**src/rtl/cpu7_biu_arb.sv**
```systemverilog
// cpu7_biu_arb: shares a single 64-bit bus port between the IFU fetch path
// and the LSU. Only one transaction is in flight at a time. The LSU has
// priority, but after LSU_STARVE_MAX consecutive LSU grants made while the
// IFU is waiting, the IFU wins the next grant.
//
// Handshake semantics: a requester raises its req and holds it, together with
// its address and data fields, until it sees its ack. The ack is
// combinational from mem_ack in the same cycle that mem_req is presented. A
// response is signalled by a one-cycle data_valid pulse. That pulse is
// combinational from mem_rvalid while the owner's transaction is outstanding.
//
// o_dbg_state encoding: 0 = IDLE, 1 = IFU_BUSY, 2 = LSU_BUSY, 3 = DRAIN.
module cpu7_biu_arb #(
    parameter int LSU_STARVE_MAX = 3
) (
    input  logic        clk,
    input  logic        reset,
    input  logic        ifu_icu_req_ic1,
    input  logic [31:0] ifu_icu_addr_ic1,
    input  logic        ifu_icu_cancel,
    output logic        icu_ifu_ack_ic1,
    output logic [63:0] icu_ifu_data_ic2,
    output logic        icu_ifu_data_valid_ic2,
    input  logic        lsu_req,
    input  logic [31:0] lsu_addr,
    input  logic        lsu_wr,
    input  logic [31:0] lsu_wdata,
    input  logic [3:0]  lsu_wstrb,
    output logic        lsu_ack,
    output logic [31:0] lsu_rdata,
    output logic        lsu_data_valid,
    output logic        mem_req,
    output logic [31:0] mem_addr,
    output logic        mem_wr,
    output logic [63:0] mem_wdata,
    output logic [7:0]  mem_wstrb,
    input  logic        mem_ack,
    input  logic [63:0] mem_rdata,
    input  logic        mem_rvalid,
    output logic [1:0]  o_dbg_state,
    output logic [3:0]  o_dbg_starve_cnt
);

    typedef enum logic [1:0] {
        S_IDLE     = 2'd0,
        S_IFU_BUSY = 2'd1,
        S_LSU_BUSY = 2'd2,
        S_DRAIN    = 2'd3
    } state_t;

    localparam logic [3:0] C_STARVE_MAX = 4'(LSU_STARVE_MAX);

    state_t     r_state;
    state_t     w_state_nxt;
    logic [3:0] r_starve_cnt;
    logic [3:0] w_starve_nxt;
    logic       r_lsu_hi;      // latched lsu_addr[2] of the outstanding LSU access
    logic       w_lsu_win;
    logic       w_ifu_win;

    // The LSU wins unless the IFU is waiting and has already been passed over
    // the maximum number of times.
    assign w_lsu_win = lsu_req && !(ifu_icu_req_ic1 && (r_starve_cnt == C_STARVE_MAX));
    assign w_ifu_win = !w_lsu_win && ifu_icu_req_ic1;

    assign o_dbg_state      = r_state;
    assign o_dbg_starve_cnt = r_starve_cnt;

    // Next-state, starvation counter and all outputs; reset gates everything to 0.
    always_comb begin
        w_state_nxt            = r_state;
        w_starve_nxt           = r_starve_cnt;
        icu_ifu_ack_ic1        = 1'b0;
        icu_ifu_data_ic2       = 64'h0;
        icu_ifu_data_valid_ic2 = 1'b0;
        lsu_ack                = 1'b0;
        lsu_rdata              = 32'h0;
        lsu_data_valid         = 1'b0;
        mem_req                = 1'b0;
        mem_addr               = 32'h0;
        mem_wr                 = 1'b0;
        mem_wdata              = 64'h0;
        mem_wstrb              = 8'h0;

        case (r_state)
            S_IDLE: begin
                if (w_lsu_win) begin
                    mem_req   = 1'b1;
                    mem_addr  = lsu_addr;
                    mem_wr    = lsu_wr;
                    mem_wdata = {lsu_wdata, lsu_wdata};
                    mem_wstrb = lsu_addr[2] ? {lsu_wstrb, 4'h0} : {4'h0, lsu_wstrb};
                    if (mem_ack) begin
                        lsu_ack     = 1'b1;
                        w_state_nxt = S_LSU_BUSY;
                        if (ifu_icu_req_ic1 && (r_starve_cnt != C_STARVE_MAX)) begin
                            w_starve_nxt = r_starve_cnt + 4'd1;
                        end
                    end
                end else if (w_ifu_win) begin
                    mem_req  = 1'b1;
                    mem_addr = ifu_icu_addr_ic1;
                    if (mem_ack) begin
                        icu_ifu_ack_ic1 = 1'b1;
                        w_state_nxt     = S_IFU_BUSY;
                        w_starve_nxt    = 4'd0;
                    end
                end
            end
            S_LSU_BUSY: begin
                if (mem_rvalid) begin
                    lsu_data_valid = 1'b1;
                    lsu_rdata      = r_lsu_hi ? mem_rdata[63:32] : mem_rdata[31:0];
                    w_state_nxt    = S_IDLE;
                end
            end
            S_IFU_BUSY: begin
                if (mem_rvalid) begin
                    if (!ifu_icu_cancel) begin
                        icu_ifu_data_valid_ic2 = 1'b1;
                        icu_ifu_data_ic2       = mem_rdata;
                    end
                    w_state_nxt = S_IDLE;
                end else if (ifu_icu_cancel) begin
                    w_state_nxt = S_DRAIN;
                end
            end
            S_DRAIN: begin
                // The cancelled fetch's response is swallowed here.
                if (mem_rvalid) begin
                    w_state_nxt = S_IDLE;
                end
            end
            default: begin
                w_state_nxt = S_IDLE;
            end
        endcase

        if (reset) begin
            w_state_nxt            = S_IDLE;
            w_starve_nxt           = 4'd0;
            icu_ifu_ack_ic1        = 1'b0;
            icu_ifu_data_ic2       = 64'h0;
            icu_ifu_data_valid_ic2 = 1'b0;
            lsu_ack                = 1'b0;
            lsu_rdata              = 32'h0;
            lsu_data_valid         = 1'b0;
            mem_req                = 1'b0;
            mem_addr               = 32'h0;
            mem_wr                 = 1'b0;
            mem_wdata              = 64'h0;
            mem_wstrb              = 8'h0;
        end
    end

    // State register, starvation counter and the LSU half-select latched on ack.
    always_ff @(posedge clk) begin
        if (reset) begin
            r_state      <= S_IDLE;
            r_starve_cnt <= 4'd0;
            r_lsu_hi     <= 1'b0;
        end else begin
            r_state      <= w_state_nxt;
            r_starve_cnt <= w_starve_nxt;
            if (lsu_ack) begin
                r_lsu_hi <= lsu_addr[2];
            end
        end
    end

endmodule

```
**config.mk**
```make
export PLATFORM = sky130hd
export DESIGN_NAME = cpu7_biu_arb
export DESIGN_NICKNAME = d
export VERILOG_FILES = /design/src/rtl/cpu7_biu_arb.sv
export SDC_FILE = /design/constraint.sdc
export NUM_CORES = 1
export LEC_CHECK = 0
export CAP_MARGIN = 25
export CORE_AREA = 2 2 148 150
export DETAILED_ROUTE_END_ITERATION = 6
export DIE_AREA = 0 0 150 152
export GPL_TIMING_DRIVEN = 1
export SETUP_SLACK_MARGIN = 0.05
export SYNTH_ARGS = -nofsm -noshare
export SYNTH_HDL_FRONTEND = slang
export SYNTH_SLANG_ARGS = --single-unit
```
**constraint.sdc**
```tcl
create_clock -name clk -period 4.4 [get_ports clk]
set_input_delay 0.66 -clock clk [delete_from_list [all_inputs] [get_ports clk]]
set_output_delay 0.66 -clock clk [all_outputs]
set_load 0.02 [all_outputs]
```
## Word level (Yosys, flattened, before mapping)

Cells that the tools add are included.

- Output and inout bits: 212
- Register bits: 7
- Bits of input ports: 172

- Reductions and logical operators: 11
- Multiplexer cells: 54
- Equal/unequal tests: 13
- $add $sub $neg: 1

Operators with widths:

| operator | number |
|---|---|
| $mux W64 | 7 |
| $mux W32 | 8 |
| $mux W8 | 4 |
| $mux W1 | 22 |
| $mux W4 | 5 |
| $mux W2 | 7 |
| $ne A3 B3 Y1 const B | 4 |
| $reduce_and A5 Y1 | 2 |
| $pmux W2 S3 | 1 |
| $add A4 B1 Y4 const B | 1 |
| $eq A2 B2 Y1 const B | 2 |
| $eq A4 B2 Y1 const B | 1 |
| $logic_and A1 B1 Y1 | 4 |
| $ne A2 B1 Y1 const B | 2 |
| $ne A2 B2 Y1 const B | 2 |
| $ne A4 B2 Y1 const B | 1 |
| $eq A2 B1 Y1 const B | 1 |
| $logic_not A1 Y1 | 2 |
| $logic_not A2 Y1 | 1 |
| $reduce_bool A2 Y1 | 1 |
| $reduce_or A2 Y1 | 1 |

## Logic depth before layout (Yosys ltp)

- Word-level depth: 10
- Depth in mapped cells: 7
- Depth with buffers taken out: 4

## Worst setup path after synthesis

Ideal clock, no wire load.

- Path type: input-to-output
- From: in reset
- To: out mem_wdata[32]
- Arrival time: 2,200 ps
- Setup slack: 1,540 ps
- Stages on the path: 7
- Cells stage by stage: buf_6 -> or3_1 -> buf_6 -> nor3_1 -> clkbuf_1 -> and2_1 -> buf_4

- Longest elaborated chain between the ends: 1

RTL lines:

| item | line | text |
|---|---|---|
| start: declaration | 17 | `input logic reset,` |
| $mux W64 | 139 | `if (reset) begin` |
| end: declaration | 35 | `output logic [63:0] mem_wdata,` |

No other way between the ends.

## Final worst setup path

- From: in reset
- To: out mem_wdata[16]

The elaborated chain is that of the path after synthesis.

==> results.sh <==
export IMPL_n_antenna_cell=0
export IMPL_antenna_found_initial=0
export IMPL_first_pass_iters=4
export IMPL_grt_pass1_vias=4015
export IMPL_cts_resized_gates=0
export IMPL_criticalPathCategory="input port to output port"
export IMPL_cpMaxStageDelayCell="clkdlybuf4s50_1"
export IMPL_peakVddDrop_mv=0.105
export IMPL_track_usage_pct=11.7
export IMPL_cts_root_buf="clkbuf_16"
export IMPL_synthAdderAreaFrac_pct=0.497
export IMPL_syn_num_nets=563
export IMPL_fin_worst_skew_ns=0.00437
export IMPL_drt_wl_total_mm=14.5
export IMPL_worst_path_most_repeated_cell="clkdlybuf4s50_1"
export IMPL_synth_xor_area_share_pct=0
export IMPL_syn2layout_area_growth_pct=157
export IMPL_total_power_w=0.000706
export IMPL_htree_levels=1
export IMPL_cts_tree="built"
export IMPL_startpoint_type="input port"
export IMPL_report_final_slew_viol_count=0
export IMPL_rows=54
export IMPL_synth_simple_area_share_pct=45.3
export IMPL_synth_seq_cells=7
export IMPL_pin_count=384
export IMPL_synth_warnings=0
export IMPL_setup_viol=0
export IMPL_path_cells="clkdlybuf4s50_1, or3_1, nor3_2, buf_4, and2_1, clkdlybuf4s50_1"
export IMPL_worstMarginPinSlew_ns=0.844
export IMPL_drtIter0Drc=160
export IMPL_finalCritPeriodShare_pct=83.3
export IMPL_synth_compound_area_share_pct=18.4
export IMPL_clk_pin_slew_ns=0.03
export IMPL_relSlewSlack_pct=43.7
export IMPL_rsz0062_at_grt="false"
export IMPL_seq_area_frac_synth_pct=5.56
export IMPL_crit_required_ns=3.74
export IMPL_globalRouteOverflowTotal=0
export IMPL_synthFlopType="dfxtp_1"
export IMPL_grt_pass1_wl_mm=21.6
export IMPL_syn_mean_instance_area_sq_um=6.46
export IMPL_yosysUniqueCellTypes=33
export IMPL_synthArstFlopShare_pct=0
export IMPL_core_area_sq_um=21400
export IMPL_cts_sinks=7
export IMPL_drive_gt1_share_pct=2.81
export IMPL_vias_per_cell=4.03
export IMPL_cp_end_kind="output port"
export IMPL_dr_total_vias=4005
export IMPL_synthMuxAreaShare_pct=13.3
export IMPL_ant_nets=0
export IMPL_wl_per_cell_microns=14.6
export IMPL_fmax_mhz=273
export IMPL_start_util_pct=11.8
export IMPL_cts_max_path_buffers=2
export IMPL_synth_cells=390
export IMPL_power_density_nw_per_um2=109
export IMPL_timing_setup_tns_ns=0
export IMPL_cts_hold_buf=0
export IMPL_post_place_cells=989
export IMPL_final_nets=887
export IMPL_hold_viol_final=0
export IMPL_final_cells=993
export IMPL_min_period_ns=3.67
export IMPL_worst_path_max_fanout=41
export IMPL_cts_made_buffers=3
export IMPL_hp_class="flip-flop to flip-flop"
export IMPL_portBuffers=383
export IMPL_synth_area_sq_um=2520
export IMPL_status="completed"
export IMPL_grt_start_max_net_pins=66
export IMPL_dp_hpwl_mm=11.8
export IMPL_clock_latency_ns=0.23
export IMPL_postCtsSetupBuffers=0
export IMPL_drc=0
export IMPL_p_leak_nw=2.26
export IMPL_die_h_microns=152
export IMPL_fp_dieW_microns=150
export IMPL_synth_edf_count=0
export IMPL_maxCapViolCount=0
export IMPL_dieArea_sq_um=22800
export IMPL_crit_arrival_ns=3.01
export IMPL_max_stage_delay_ns=0.62
export IMPL_place_gp_congestion=0.755
export IMPL_synth_top_family_by_area="simple AND/OR/NAND/NOR gates"
==> registers in the layout, indices dropped and copies added, names as in the netlist <==
signal,count
r_lsu_hi,1
o_dbg_starve_cnt,4
o_dbg_state,2
==> power breakdown <==
group          leakage, nW  internal (W)  switching [W]
combinational         2.17      0.000276       0.000199
sequential          0.0573     0.0000662     0.00000982
clock               0.0382      0.000121      0.0000339
total                 2.26      0.000463       0.000243
==> per-layer routing <==
| metal | track usage (%) | part of all wire, % | vias to the layer above |
|---|---|---|---|
| met5 | 0 | 0 | - |
| met4 | 2.11 | 1.5 | 0 |
| met3 | 5.14 | 13 | 16 |
| met2 | 21.2 | 49 | 260 |
| met1 | 12.6 | 36 | 1765 |
| li1 | - | - | 1964 |
==> synthesized netlist by cell type (all sizes together) (2+ instances only) <==
cell      n  area share (%)
nor2b     3            0.75
and4b     2            0.79
and3b     4             1.4
inv       2            0.30
o211ai   32             9.5
nand4bb   3             1.3
a21oi    37             7.4
nand3    34             6.8
nor2     35             5.2
and2     97              24
nand2     4            0.60
nand4     3            0.75
mux2i    32              13
nand2b    2            0.50
dfxtp     7             5.6
buf      40              11
and3      4            0.99
clkbuf   35             5.2
nor4bb    2            0.79
==> cell usage in the layout (no fill, tap or decap), types with 2 or more instances in the layout <==
cell type and instances:
nand3_1 34, nand2b_1 2, clkdlybuf4s50_1 382, o211ai_1 32, inv_1 2, nand4bb_1 3
nor2b_1 3, a21oi_1 37, clkbuf_16 3, dfxtp_1 6, nor2_1 35, and2_1 97
and3_1 4, nand4_1 3, nand2_1 4, buf_4 12, and3b_1 4, and4b_1 2
mux2i_1 32
==> cell families after synthesis <==
family                   Yosys count
multiplexers                      33
AND/OR/NAND/NOR                  197
buffers and inverters             78
flip-flops                         7
AO/OA/AOI/OAI                     74
adder cells (fa/ha/maj)            1
==> final cells by class <==
cell class                      count  area [sq um]
Inverter                            3          11.3
Sequential cell                     7           141
Clock buffer                        4          78.8
Timing Repair Buffer              394          3910
Tap cell                          280           350
Multi-Input combinational cell    305          1970
Fill cell                        2309         14900
==> critical path: cells and delay by family <==
family                 cells  cell delay [ns]
buffers and inverters      3             1.53
and+or+nand+nor            3             0.80
==> worst paths after layout <==
check / from / to / slack (ns) / depth (start not counted)
setup / recovery: reset / mem_wdata[16] / 0.73 / 6
hold / removal: o_dbg_starve_cnt[0] / o_dbg_starve_cnt[0] / 0.52 / 2
setup reg to reg: o_dbg_starve_cnt[0] / o_dbg_state[0] / 2.42 / 4
hold reg to reg: o_dbg_starve_cnt[0] / o_dbg_starve_cnt[0] / 0.52 / 2
==> metrics by stage <==
step | utilization [%] | hold WS (ns) | area [sq um] | worst slack, ns
3_3_place_gp | 29.9 | 0.504 | 6390 | 0.714
3_5_place_dp | 29.9 | 0.513 | 6390 | 0.687
5_1_grt | 30.3 | 0.548 | 6470 | 0.559
4_1_cts | 30.3 | 0.518 | 6470 | 0.685
2_1_floorplan | - | 0.561 | 2520 | 1.54
6_report | 30.3 | 0.521 | 6470 | 0.733
Note: power is estimated with default switching activity, not from simulation.
